### config.mk
export PLATFORM = sky130hd
export DESIGN_NAME = fmc_i2c_cmd_sequencer
export DESIGN_NICKNAME = d
export VERILOG_FILES = /design/src/rtl/fmc_i2c_cmd_sequencer.sv
export SDC_FILE = /design/constraint.sdc
export NUM_CORES = 1
export LEC_CHECK = 0
export CAP_MARGIN = 20
export CORE_AREA = 2 2 84 86
export DETAILED_ROUTE_END_ITERATION = 7
export DIE_AREA = 0 0 86 88
export SLEW_MARGIN = 20
export SYNTH_ARGS = -nofsm -noshare
export SYNTH_HDL_FRONTEND = slang
export SYNTH_SLANG_ARGS = --single-unit
### constraint.sdc
create_clock -name CLK -period 3.62 [get_ports CLK]
set_clock_uncertainty 0.2 [all_clocks]
set_input_delay 0.543 -clock CLK [delete_from_list [all_inputs] [get_ports CLK]]
set_output_delay 0.543 -clock CLK [all_outputs]
set_load 0.03 [all_outputs]
### src/rtl/fmc_i2c_cmd_sequencer.sv
// fmc_i2c_cmd_sequencer
// Walks a fixed I2C command program that switches on LED4 through the FMC424 CPLD
// (7-bit address 0x3E, register 0x02, data 0x01). It issues one command at a time
// to the byte/bit controller and waits for that command's response. A slave NACK
// makes it send a STOP and retry the whole transaction, up to RETRY_MAX more times.
// A missing response aborts with a timeout.
// Optional feature macro: FMC_I2C_READBACK_EN. When it is defined, the program reads
// the register back after the write and checks that the value is 0x01.
module fmc_i2c_cmd_sequencer #(
    parameter int RETRY_MAX      = 3,
    parameter int TIMEOUT_CYCLES = 100000
) (
    input  logic       CLK,
    input  logic       reset,
    input  logic       go,
    output logic       busy,
    output logic       done,
    output logic       error,
    output logic [1:0] err_code,
    output logic       cmd_valid,
    input  logic       cmd_ready,
    output logic [1:0] cmd_op,
    output logic [7:0] cmd_data,
    input  logic       rsp_valid,
    input  logic       rsp_nack,
    input  logic [7:0] rsp_data,
    output logic [7:0] rd_byte
);

    localparam int RW = (RETRY_MAX > 0) ? $clog2(RETRY_MAX + 1) : 1;
    localparam int TW = (TIMEOUT_CYCLES > 1) ? $clog2(TIMEOUT_CYCLES + 1) : 1;

    localparam logic [1:0] OP_START = 2'b00;
    localparam logic [1:0] OP_WRITE = 2'b01;
    localparam logic [1:0] OP_READ  = 2'b10;
    localparam logic [1:0] OP_STOP  = 2'b11;

    localparam logic [1:0] ERR_NONE     = 2'b00;
    localparam logic [1:0] ERR_NACK     = 2'b01;
    localparam logic [1:0] ERR_TIMEOUT  = 2'b10;
`ifdef FMC_I2C_READBACK_EN
    localparam logic [1:0] ERR_MISMATCH = 2'b11;
    localparam logic [3:0] LAST_STEP    = 4'd11;
`else
    localparam logic [3:0] LAST_STEP    = 4'd4;
`endif

    typedef enum logic [2:0] {
        S_IDLE,
        S_ISSUE,
        S_WAIT_RSP,
        S_RECOVER,
        S_REC_WAIT,
        S_DONE,
        S_FAIL
    } state_t;

    state_t          state_q;
    logic [3:0]      step_q;
    logic [3:0]      step_d;
    logic [RW-1:0]   retry_cnt_q;
    logic [TW-1:0]   timer_q;
    logic            busy_q;
    logic            done_q;
    logic            error_q;
    logic [1:0]      err_code_q;
    logic            cmd_valid_q;
    logic [1:0]      cmd_op_q;
    logic [7:0]      cmd_data_q;
    logic [7:0]      rd_byte_q;

    // Program ROM: {op, data} for each step. START/STOP carry a zero data byte.
    // The 8-bit address bytes are the 7-bit address 0x3E shifted left by one:
    // 0x7C for a write and 0x7D for a read.
    function automatic logic [9:0] prog_entry(input logic [3:0] idx);
        logic [9:0] e;
        case (idx)
            4'd0:    e = {OP_START, 8'h00};
            4'd1:    e = {OP_WRITE, 8'h7C};
            4'd2:    e = {OP_WRITE, 8'h02};
            4'd3:    e = {OP_WRITE, 8'h01};
            4'd4:    e = {OP_STOP,  8'h00};
`ifdef FMC_I2C_READBACK_EN
            4'd5:    e = {OP_START, 8'h00};
            4'd6:    e = {OP_WRITE, 8'h7C};
            4'd7:    e = {OP_WRITE, 8'h02};
            4'd8:    e = {OP_START, 8'h00};
            4'd9:    e = {OP_WRITE, 8'h7D};
            4'd10:   e = {OP_READ,  8'h01};
            4'd11:   e = {OP_STOP,  8'h00};
`endif
            default: e = {OP_STOP,  8'h00};
        endcase
        return e;
    endfunction

    // Index of the program step that follows the current one
    always_comb begin
        step_d = step_q + 4'd1;
    end

    // Sequencer FSM; every output is registered here
    always_ff @(posedge CLK or posedge reset) begin
        if (reset) begin
            state_q     <= S_IDLE;
            step_q      <= 4'd0;
            retry_cnt_q <= '0;
            timer_q     <= '0;
            busy_q      <= 1'b0;
            done_q      <= 1'b0;
            error_q     <= 1'b0;
            err_code_q  <= ERR_NONE;
            cmd_valid_q <= 1'b0;
            cmd_op_q    <= 2'b00;
            cmd_data_q  <= 8'h00;
            rd_byte_q   <= 8'h00;
        end else begin
            done_q <= 1'b0;
            case (state_q)
                S_IDLE, S_DONE, S_FAIL: begin
                    if (go) begin
                        state_q                <= S_ISSUE;
                        step_q                 <= 4'd0;
                        retry_cnt_q            <= '0;
                        error_q                <= 1'b0;
                        err_code_q             <= ERR_NONE;
                        busy_q                 <= 1'b1;
                        cmd_valid_q            <= 1'b1;
                        {cmd_op_q, cmd_data_q} <= prog_entry(4'd0);
                    end
                end

                S_ISSUE: begin
                    if (cmd_valid_q && cmd_ready) begin
                        state_q     <= S_WAIT_RSP;
                        cmd_valid_q <= 1'b0;
                        timer_q     <= '0;
                    end
                end

                S_WAIT_RSP: begin
                    // If a response arrives in the expiry cycle, the response is processed
                    // and no timeout is flagged.
                    if (rsp_valid) begin
                        if (cmd_op_q == OP_READ) begin
                            rd_byte_q <= rsp_data;
                        end
                        if (cmd_op_q == OP_WRITE && rsp_nack) begin
                            state_q     <= S_RECOVER;
                            cmd_valid_q <= 1'b1;
                            cmd_op_q    <= OP_STOP;
                            cmd_data_q  <= 8'h00;
                        end else if (step_q == LAST_STEP) begin
`ifdef FMC_I2C_READBACK_EN
                            if (rd_byte_q != 8'h01) begin
                                state_q    <= S_FAIL;
                                busy_q     <= 1'b0;
                                error_q    <= 1'b1;
                                err_code_q <= ERR_MISMATCH;
                            end else begin
                                state_q <= S_DONE;
                                busy_q  <= 1'b0;
                                done_q  <= 1'b1;
                            end
`else
                            state_q <= S_DONE;
                            busy_q  <= 1'b0;
                            done_q  <= 1'b1;
`endif
                        end else begin
                            step_q                 <= step_d;
                            state_q                <= S_ISSUE;
                            cmd_valid_q            <= 1'b1;
                            {cmd_op_q, cmd_data_q} <= prog_entry(step_d);
                        end
                    end else if (timer_q == TW'(TIMEOUT_CYCLES - 1)) begin
                        state_q    <= S_FAIL;
                        busy_q     <= 1'b0;
                        error_q    <= 1'b1;
                        err_code_q <= ERR_TIMEOUT;
                    end else begin
                        timer_q <= timer_q + TW'(1);
                    end
                end

                S_RECOVER: begin
                    if (cmd_valid_q && cmd_ready) begin
                        state_q     <= S_REC_WAIT;
                        cmd_valid_q <= 1'b0;
                        timer_q     <= '0;
                    end
                end

                S_REC_WAIT: begin
                    if (rsp_valid) begin
                        if (retry_cnt_q < RW'(RETRY_MAX)) begin
                            retry_cnt_q            <= retry_cnt_q + RW'(1);
                            step_q                 <= 4'd0;
                            state_q                <= S_ISSUE;
                            cmd_valid_q            <= 1'b1;
                            {cmd_op_q, cmd_data_q} <= prog_entry(4'd0);
                        end else begin
                            state_q    <= S_FAIL;
                            busy_q     <= 1'b0;
                            error_q    <= 1'b1;
                            err_code_q <= ERR_NACK;
                        end
                    end else if (timer_q == TW'(TIMEOUT_CYCLES - 1)) begin
                        state_q    <= S_FAIL;
                        busy_q     <= 1'b0;
                        error_q    <= 1'b1;
                        err_code_q <= ERR_TIMEOUT;
                    end else begin
                        timer_q <= timer_q + TW'(1);
                    end
                end

                default: begin
                    state_q     <= S_IDLE;
                    busy_q      <= 1'b0;
                    cmd_valid_q <= 1'b0;
                end
            endcase
        end
    end

    assign busy      = busy_q;
    assign done      = done_q;
    assign error     = error_q;
    assign err_code  = err_code_q;
    assign cmd_valid = cmd_valid_q;
    assign cmd_op    = cmd_op_q;
    assign cmd_data  = cmd_data_q;
    assign rd_byte   = rd_byte_q;

endmodule

Word level (Yosys, flattened, before mapping)
Index checks and enable logic that the tools add are counted.
Storage, ports and cells
  register bits: 50
  input port bits: 14
  output and inout port bits: 24
  word-level logic and storage cells: 134
Cells by class
  $add $sub $neg: 3
  $lt $le $gt $ge: 1
  equal/unequal tests: 29
  multiplexer cells: 69
  bitwise gates (word level): 1
  reduce and logical (&&, ||, !) cells: 19
Operator list (number)
  $mux 17: 3
  $mux 8: 6
  $pmux 10 s4: 1
  $pmux 17 s2: 1
  $mux 3: 9
  $mux 2: 12
  $mux 4: 6
  $pmux 8 s3: 1
  $mux 1: 22
  $ne 2x2->1 const B: 11
  $add 17x1->17 const B: 1
  $eq 17x17->1 const B: 1
  $pmux 3 s5: 1
  $ne 3x3->1 const B: 4
  $pmux 2 s3: 2
  $pmux 4 s3: 1
  $reduce_and 4->1: 3
  $reduce_and 6->1: 2
  $eq 3x3->1 const B: 3
  $eq 4x2->1 const B: 2
  $pmux 1 s4: 2
  $reduce_and 7->1: 1
  $eq 3x2->1 const B: 2
  $reduce_and 3->1: 2
  20 further kinds: 23

Logic depth before layout (Yosys ltp)
Gate-level depths: netlist (run 1).
  depth after elaboration: 7
  mapped depth: 8
  mapped depth without buffers: 7

Worst setup path after synthesis (run 1)
OpenSTA, ideal clock, no wires.
  path kind: register -> register
  start: register retry_cnt_q[0]
  end: register cmd_op_q[0], in the netlist cmd_op[0]
  setup time: 0.121 ns
  arrival: 1.850 ns
  data required time: 3.299 ns
  setup slack: 1.449 ns
  cell stages (with the launch flop): 6
  path buffers: 0
  clock period less this slack: 2.171 ns
  cells stage by stage: dfrtp_1 -> ha_1 -> or3b_2 -> a221oi_1 -> o21ai_1 -> a22o_1
On the way
  cells in the longest elaborated chain, start to end: 3
Ends and longest elaborated chain
  start, declared: RTL line 61  | logic [RW-1:0] retry_cnt_q;
  start signal, assigned: RTL line 197  | retry_cnt_q <= retry_cnt_q + RW'(1);
  $lt 2x2->1: RTL line 196  | if (retry_cnt_q < RW'(RETRY_MAX)) begin
  $ne 2x2->1 (no line)
  $reduce_and 6->1 (no line)
  end signal, assigned: RTL line 129  | {cmd_op_q, cmd_data_q} <= prog_entry(4'd0);
  end signal, assigned: RTL line 174  | {cmd_op_q, cmd_data_q} <= prog_entry(step_d);
  end signal, assigned: RTL line 201  | {cmd_op_q, cmd_data_q} <= prog_entry(4'd0);
  end, declared: RTL line 68  | logic [1:0] cmd_op_q;
No other way between the ends.
A chain may end at the register's enable or synchronous reset.

Final worst setup path (run 1)
  start: register state_q[1]
  end: register cmd_op_q[0], in the netlist cmd_op[0]
On the way
  cells in the longest elaborated chain, start to end: 4
  elaborated cells on any way between the ends: 14
  those cells by class: eq/ne (9); mux (1); reduce/logical (4)
Ends and longest elaborated chain
  start, declared: RTL line 58  | state_t state_q;
  start signal, assigned: RTL line 105  | state_q <= S_IDLE;
  start signal, assigned: RTL line 122  | state_q <= S_ISSUE;
  start signal, assigned: RTL line 135  | state_q <= S_WAIT_RSP;
  $eq 3x3->1 / $logic_not 3->1 (equally long branches): RTL line 119  | case (state_q)
  $reduce_or 3->1: RTL line 119
  $ne 2x2->1 (no line) / $reduce_bool 3->1 (equally long branches)
  $reduce_and 6->1 (no line)
Parallel ways exist; a longest one is shown, timed or not.

==> metrics.md, run 1 <==
| Metric | Value |
|---|---|
| Worst Hold Class | reg -> reg |
| CTS tree | yes |
| GP Congestion | approximately 0.8 |
| Core Area | between 6000 and 7000 um^2 |
| N_diodes | 0 |
| Max stage delay cell, worst path | dfrtp_1 |
| Cell breakdown of the critical path | or3b_2 -> a221oi_1 -> o21ai_1 -> a22o_1 |
| Cell variety after synth | 57 |
| NetSw | approximately 770 uW |
| Most common cell in the synthesized netlist | dfrtp_1 |
| CTS Buf Count | 5 |
| CTS sink cnt | 45 |
| Rel. slew slack | 0.376 |
| Pin count of the biggest net entering global routing | 46 |
| Synth Area per Inst | ~9.5 um^2 |
| Synth area leader | dfrtp_1 |
| Clock period minus worst slack | 2.48 ns |
| DRC viols | 0 |
| Post-synthesis sequential area ratio | 0.439 |
| H-tree depth | 2 |
| Status | completed |
| Synth Area in Compound Gates | 0.146 |
| Initial Utilization | 0.386 |
| Skew-Pair Late Insertion Delay | between 0.2 and 0.3 ns |
| Pin slew with the least headroom to its limit | roughly 0.93 ns |
| First-pass GRT wire length | about 9500 um |
| Async set-reset flop share out of synthesis | 1.00 |
| Fin util | 0.461 |
| Max-cap violations | 0 |
| Int Pwr | 1140 uW |
| EDFF count, synth | 0 |
| Final Cell Area | slightly above 3000 um^2 |
| WP data arrival | about 2.5 ns |
| Max incr delay on CP | around 0.62 ns |
| Startpoint Class | flop |
| Synth Register Bits | 45 |
| CP Max Fanout | 22 |
| Postcts setup bufs | 0 |
| Crit path capture type | flop |
| P&R area growth vs syn | 19.3% |
| Global route overflow | 0 |
| Chip width | ~86 um |
| Commonest cells post-synth | dfrtp_1, o21ai_0, nand2_1 |
| Vias per cell | roughly 5.4 |
| Xor/xnor share of the synthesized area | 0.0478 |
| Switching Share | 0.405 |
| Final Max Tran Viols | 0 |
| Clock buffer depth | 2 |
| Antenna-violating nets left | 0 |
| Mapped Cells | 270 |
| Count of hold-fix buffers inserted at cts | 0 |
| Layout cells sized above 1 | 0.0836 |
| PostCTS Resize Cnt | 0 |
| Clock Root Buffer | clkbuf_8 |
| Final Cycle Share | 0.684 |
| Leakage power | between 0.001 and 0.0015 uW |
| Final setup vio count | 0 |
| Setup TNS | 0 ns |
| Logic pwr share | 0.398 |
| Simple-gate share of the synthesized area | 0.240 |
| Maximum vdd drop | approximately 0.00034 V |
| Nets | 318 |
| PortBufs | 36 |
| DR vias | 2033 |
| DIE AREA | ~7600 um^2 |
| Critical path class | reg -> reg |
| Iteration-0 DRC Markers | 100 |
| Reg2reg setup slack | 1.14 ns |
| Wirelength, routed | 5350 um |
| RSZ-0062 raised after global routing | false |
| Synthesized area | between 2000 and 3000 um^2 |
| Synth Flop Type | dfrtp_1 |
| Synth top area share | 0.439 |
| I/O pins | 38 |
| Clk pwr share | 0.204 |
| Main combinational cell family by area after synthesis | simple AND/OR/NAND/NOR gates |
| Pre-antenna DRT Iters | 4 |
| Initial antenna violation count | 0 |
| Gr usage total | 0.156 |
| Hpwl dp | 3820 um |
| CP Buf/Inv Count | 0 |
| Drt wl/cell | between 10 and 15 um |
| Post-Synth Adder-Cell Area | 0.0292 |
| Number of global-route vias before repair | just under 2000 |
| Placed inst area | around 2900 um^2 |
| Final Hold Fails | 0 |
| Sequential power share | 0.398 |
| Core Rows | 30 |
| Mux share of post-synthesis cell area | 0.0468 |
| PD cells | roughly 620 nW/um^2 |
| Ranking of synthesized cells by area | dfrtp_1, xor2_1, o21ai_0 |
| Die H | between 80 and 90 um |
| Clock slew at reported path FFs | roughly 0.08 ns |
| Synthesis Warnings | 0 |
| Maximum clock frequency | between 0.4 and 0.5 GHz |
| Syn Nets | 290 |
| WP data required | between 3 and 4 ns |
| Crit path max-delay family | compound AO/OA/AOI/OAI gates |
per-layer routing:
metal	wire (um)	track usage	up-vias
met1	2490	0.204	984
met2	2680	0.264	29
met5	0	0	-
met3	146	0.0292	2
met4	33	0.0433	0
li1	-	-	1018
cell type report:
class	instances	area, um^2
Sequential cell	45	1130
Multi-Input combinational cell	198	1310
Inverter	11	41.3
Clock inverter	1	30.0
Tap cell	80	100
Fill cell	627	3580
Timing Repair Buffer	37	368
Clock buffer	7	86.3
state kept, by name, summed over array words and instances (netlist names), 2 cells and up:
register     count
retry_cnt_q      2
cmd_data         3
err_code         2
step_q           4
cmd_op           2
rd_byte          8
state_q          3
timer_q         17
path summary, 6_finish.rpt:
check                                              from                       to  cells past startpoint
worst min-delay path            cmd_data[0]$_DFFE_PP0P_  cmd_data[0]$_DFFE_PP0P_                      2
min in group asynchronous                         reset   rd_byte[7]$_DFFE_PP0P_                      2
worst max register to register   state_q[1]$_DFFE_PP0P_    cmd_op[0]$_DFFE_PP0P_                      4
worst max-delay path             state_q[1]$_DFFE_PP0P_    cmd_op[0]$_DFFE_PP0P_                      4
worst min register to register  cmd_data[0]$_DFFE_PP0P_  cmd_data[0]$_DFFE_PP0P_                      2
max in group asynchronous                         reset  timer_q[15]$_DFFE_PP0P_                      2
layout by cell type (no fill, tap or decap), drive strengths merged, types with 3 or more instances in the layout:
master         instances
nor2b                  6
and2                   3
clkdlybuf4s50         36
mux2i                  3
nand4                  4
nor2                  19
nand3                 18
clkbuf                 7
xor2                  13
inv                   11
nand2                 21
ha                     6
nand3b                 3
mux2                   8
o31ai                  9
a21oi                  8
o21ai                 23
nand2b                 3
and3                   8
nor3                   8
dfrtp                 45
power by group through the flow:
| stage | sequential, uW | combinational, uW | clock, uW |
|---|---|---|---|
| after floorplan | 770 | 541 | 0 |
| after global placement | 767 | 758 | 0 |
| after detailed placement | 770 | 765 | 0 |
| after CTS | 759 | 767 | 404 |
| after global routing | 787 | 852 | 424 |
| final | 760 | 760 | 389 |
worst min-delay path, cell delays in order (launching register included):
cell and delay [ns]:
dfrtp_1 0.35, nand2_1 0.05, o31ai_1 0.05
metrics by stage:
| step | worst slack [ns] | power, uW | cells | hold slack (ns) |
|---|---|---|---|---|
| 3_3_place_gp | 0.862 | 1530 | 371 | 0.263 |
| 2_1_floorplan | 1.45 | 1310 | 270 | 0.259 |
| 4_1_cts | 1.14 | 1930 | 379 | 0.290 |
| 3_5_place_dp | 0.833 | 1530 | 371 | 0.271 |
| 6_report | 1.14 | 1910 | 379 | 0.285 |
| 5_1_grt | 0.951 | 2060 | 379 | 0.324 |
cells by family (layout without fill, tap and decap cells):
| kind of cell | Yosys count | count (layout) |
|---|---|---|
| AND/OR/NAND/NOR | 107 | 107 |
| XOR/XNOR | 14 | 14 |
| adder cells (fa/ha/maj) | 6 | 6 |
| buffers and inverters | 27 | 56 |
| flip-flops | 45 | 45 |
| other | 1 | 1 |
| multiplexers | 11 | 11 |
| AO/OA/AOI/OAI | 59 | 59 |
Note: power is estimated with default switching activity, not from simulation.
==> run 2, diff against run 1 <==
clock period = 2.35 ns   (was 3.62 ns; I/O delays follow)
==> run 2 against run 1 <==
Against the previous run:
- first-iteration DRC count down 22%
- critical path depth increased by 3
- via count is 3.6% higher
- utilization rose by 2.0 points
- cell area is 4.2% higher
- sequential share of layout area fell by 1.5 points
- maximum frequency up 11%
- count of clock-buffer cells in the layout unchanged
- highest routed layer unchanged
==> metrics.md, run 2 (synthesis gave the netlist of run 1 again) <==
| Metric | Value |
|---|---|
| Status | completed |
| Clock period minus worst slack | 2.23 ns (-0.244 ns) |
| Max incr delay on CP | 0.44 ns (-0.18 ns) |
| DRC viols | 0 (unchanged) |
| Number of global-route vias before repair | 2078 (+4.7%) |
| Reg with most FFs | timer_q |
| Layout cells sized above 1 | 0.138 (+0.0543) |
| Core Area | 6640 um^2 (unchanged) |
| Final setup vio count | 0 (unchanged) |
| PostCTS Resize Cnt | 0 (unchanged) |
| First-pass GRT wire length | 9630 um (+1.8%) |
| Global route overflow | 0 (unchanged) |
| Maximum vdd drop | 0.000422 V (+23%) |
| WP data required | 2.34 ns (-1.26 ns) |
| Clock slew at reported path FFs | 0.09 ns (about the same) |
| Sequential cell area | 1130 um^2 (unchanged) |
| Placed inst area | 3110 um^2 (+5.5%) |
| CTS Buf Count | 5 (unchanged) |
| Area of the multi-input gates | 1310 um^2 (unchanged) |
| Logic pwr share | 0.461 (+0.063) |
| GP Congestion | 0.835 (+7.2%) |
| Startpoint Class | flop |
| Critical path class | reg -> reg |
| Vias per cell | 5.28 (-1.6%) |
| Pre-antenna DRT Iters | 4 (unchanged) |
| Final Max Tran Viols | 0 (unchanged) |
| P&R area growth vs syn | 24.4% |
| CP Max Fanout | 9 (-59%) |
| Pre-CTS WS | -0.125 ns (-0.958 ns) |
| Antenna-violating nets left | 0 (unchanged) |
| Max FFs per register | 17 (unchanged) |
| Switching Share | 0.417 (+0.0118) |
| # fillers | 632 (+0.80%) |
| Crit path capture type | flop |
| Leakage power | 0.00143 uW (+6.3%) |
| Chip width | 86 um (unchanged) |
| CTS sink cnt | 45 (unchanged) |
| Clock buffer depth | 2 (unchanged) |
| Initial Utilization | 0.386 (unchanged) |
| Pin count of the biggest net entering global routing | 22 (-52%) |
| DIE AREA | 7570 um^2 (unchanged) |
| DR vias | 2106 (+3.6%) |
| Nets | 338 (+6.3%) |
| Postcts setup bufs | 0 (unchanged) |
| Wirelength, routed | 5510 um (+3.0%) |
| Max stage delay cell, worst path | or3b_2 |
| I/O pins | 38 (unchanged) |
| Final Worst Setup Slack | 0.117 ns (-1.03 ns) |
| Final Cell Area | 3190 um^2 (+4.2%) |
| Sequential power share | 0.378 (-0.020) |
| PD cells | 921 nW/um^2 (+48%) |
| Gr usage total | 0.160 (+0.00377) |
| Commonest non-fill, non-tap cell in the layout | dfrtp_1 |
| Initial antenna violation count | 0 (unchanged) |
| Clock Root Buffer | clkbuf_8 |
| Worst Hold Class | in -> async |
| Clk pwr share | 0.161 (-0.043) |
| H-tree depth | 2 (unchanged) |
| Skew-Pair Late Insertion Delay | 0.30 ns (about the same) |
| RSZ-0062 raised after global routing | false |
| Int Pwr | 1720 uW (+51%) |
| CTS tree | yes |
| Count of hold-fix buffers inserted at cts | 0 (unchanged) |
| NetSw | 1230 uW (+59%) |
| Max-cap violations | 0 (unchanged) |
| Drt wl/cell | 13.8 um (-2.1%) |
| CP most frequent cell | buf_4 |
| Hpwl dp | 4100 um (+7.3%) |
| Leading cell types in the layout, fill and taps excluded | dfrtp_1, clkdlybuf4s50_1, o21ai_0, nand2_1, buf_4 |
| WP data arrival | 2.22 ns (-0.24 ns) |
| Final Cycle Share | 0.950 (+0.266) |
| Die H | 88 um (unchanged) |
| N_diodes | 0 (unchanged) |
| Total power | 2940 uW (+54%) |
| Iteration-0 DRC Markers | 78 (-22%) |
| Core Rows | 30 (unchanged) |
| Final Hold Fails | 0 (unchanged) |
| PortBufs | 36 (unchanged) |
| WHS | 0.136 ns (-0.149 ns) |
| Cell breakdown of the critical path | ha_1 -> or3b_2 -> a221oi_1 -> buf_4 -> o21ai_1 -> buf_4 -> a22o_1 |
| Maximum clock frequency | 0.448 GHz (+11%) |
run 2: cell count changes in the layout (fill, tap and decap cells not counted), sizes merged:
cell | before | now
bufinv | 1 | 0
clkinvlp | 0 | 1
buf | 1 | 21
run 2: final timing paths:
| path | end | from | slack (ns) | cells after the start |
|---|---|---|---|---|
| worst max-delay path | cmd_op[0]$_DFFE_PP0P_ | retry_cnt_q[0]$_DFFE_PP0P_ | 0.12 | 7 |
| worst min-delay path | rd_byte[4]$_DFFE_PP0P_ | reset | 0.14 | 2 |
| worst max register to register | cmd_op[0]$_DFFE_PP0P_ | retry_cnt_q[0]$_DFFE_PP0P_ | 0.12 | 7 |
| worst min register to register | cmd_data[1]$_DFFE_PP0P_ | cmd_data[1]$_DFFE_PP0P_ | 0.29 | 2 |
| max in group asynchronous | state_q[0]$_DFFE_PP0P_ | reset | 1.32 | 3 |
| min in group CLK | cmd_data[1]$_DFFE_PP0P_ | cmd_data[1]$_DFFE_PP0P_ | 0.29 | 2 |
run 2: area by class of cell:
type                    count  area share
well taps                  80      0.0313
inverters                  11      0.0129
multi-input cells         198       0.411
repair buffers             57       0.166
clock inverters             1     0.00235
clock buffers               7      0.0239
flip-flops and latches     45       0.353
run 2: per-layer routing:
layer,track usage,part of all wire
met5,0,0
met4,0.0476,0.0093
met3,0.0311,0.025
met2,0.268,0.50
met1,0.210,0.47
run 2: power groups by stage:
| stage | Sequential (uW) | Combinational [uW] | Clock, uW |
|---|---|---|---|
| 2_1_floorplan | 1190 | 834 | 0 |
| 3_3_place_gp | 1120 | 1350 | 0 |
| 3_5_place_dp | 1120 | 1370 | 0 |
| 4_1_cts | 1110 | 1370 | 497 |
| 5_1_grt | 1140 | 1510 | 532 |
| 6_report | 1110 | 1360 | 472 |
run 2: critical path: cells and delay by family (launching register included):
family                   cells  cell delay, ns
flip-flops                   1            0.38
buffers and inverters        2            0.34
adder cells (fa/ha/maj)      1            0.22
AO/OA/AOI/OAI                3            0.55
AND/OR/NAND/NOR              1            0.44
run 2: stage by stage:
stage	TNS, ns	utilization	instances
6_report	0	0.481	399
3_3_place_gp	-0.360	0.468	391
2_1_floorplan	0	-	270
3_5_place_dp	-0.736	0.468	391
5_1_grt	0	0.481	399
4_1_cts	0	0.481	399
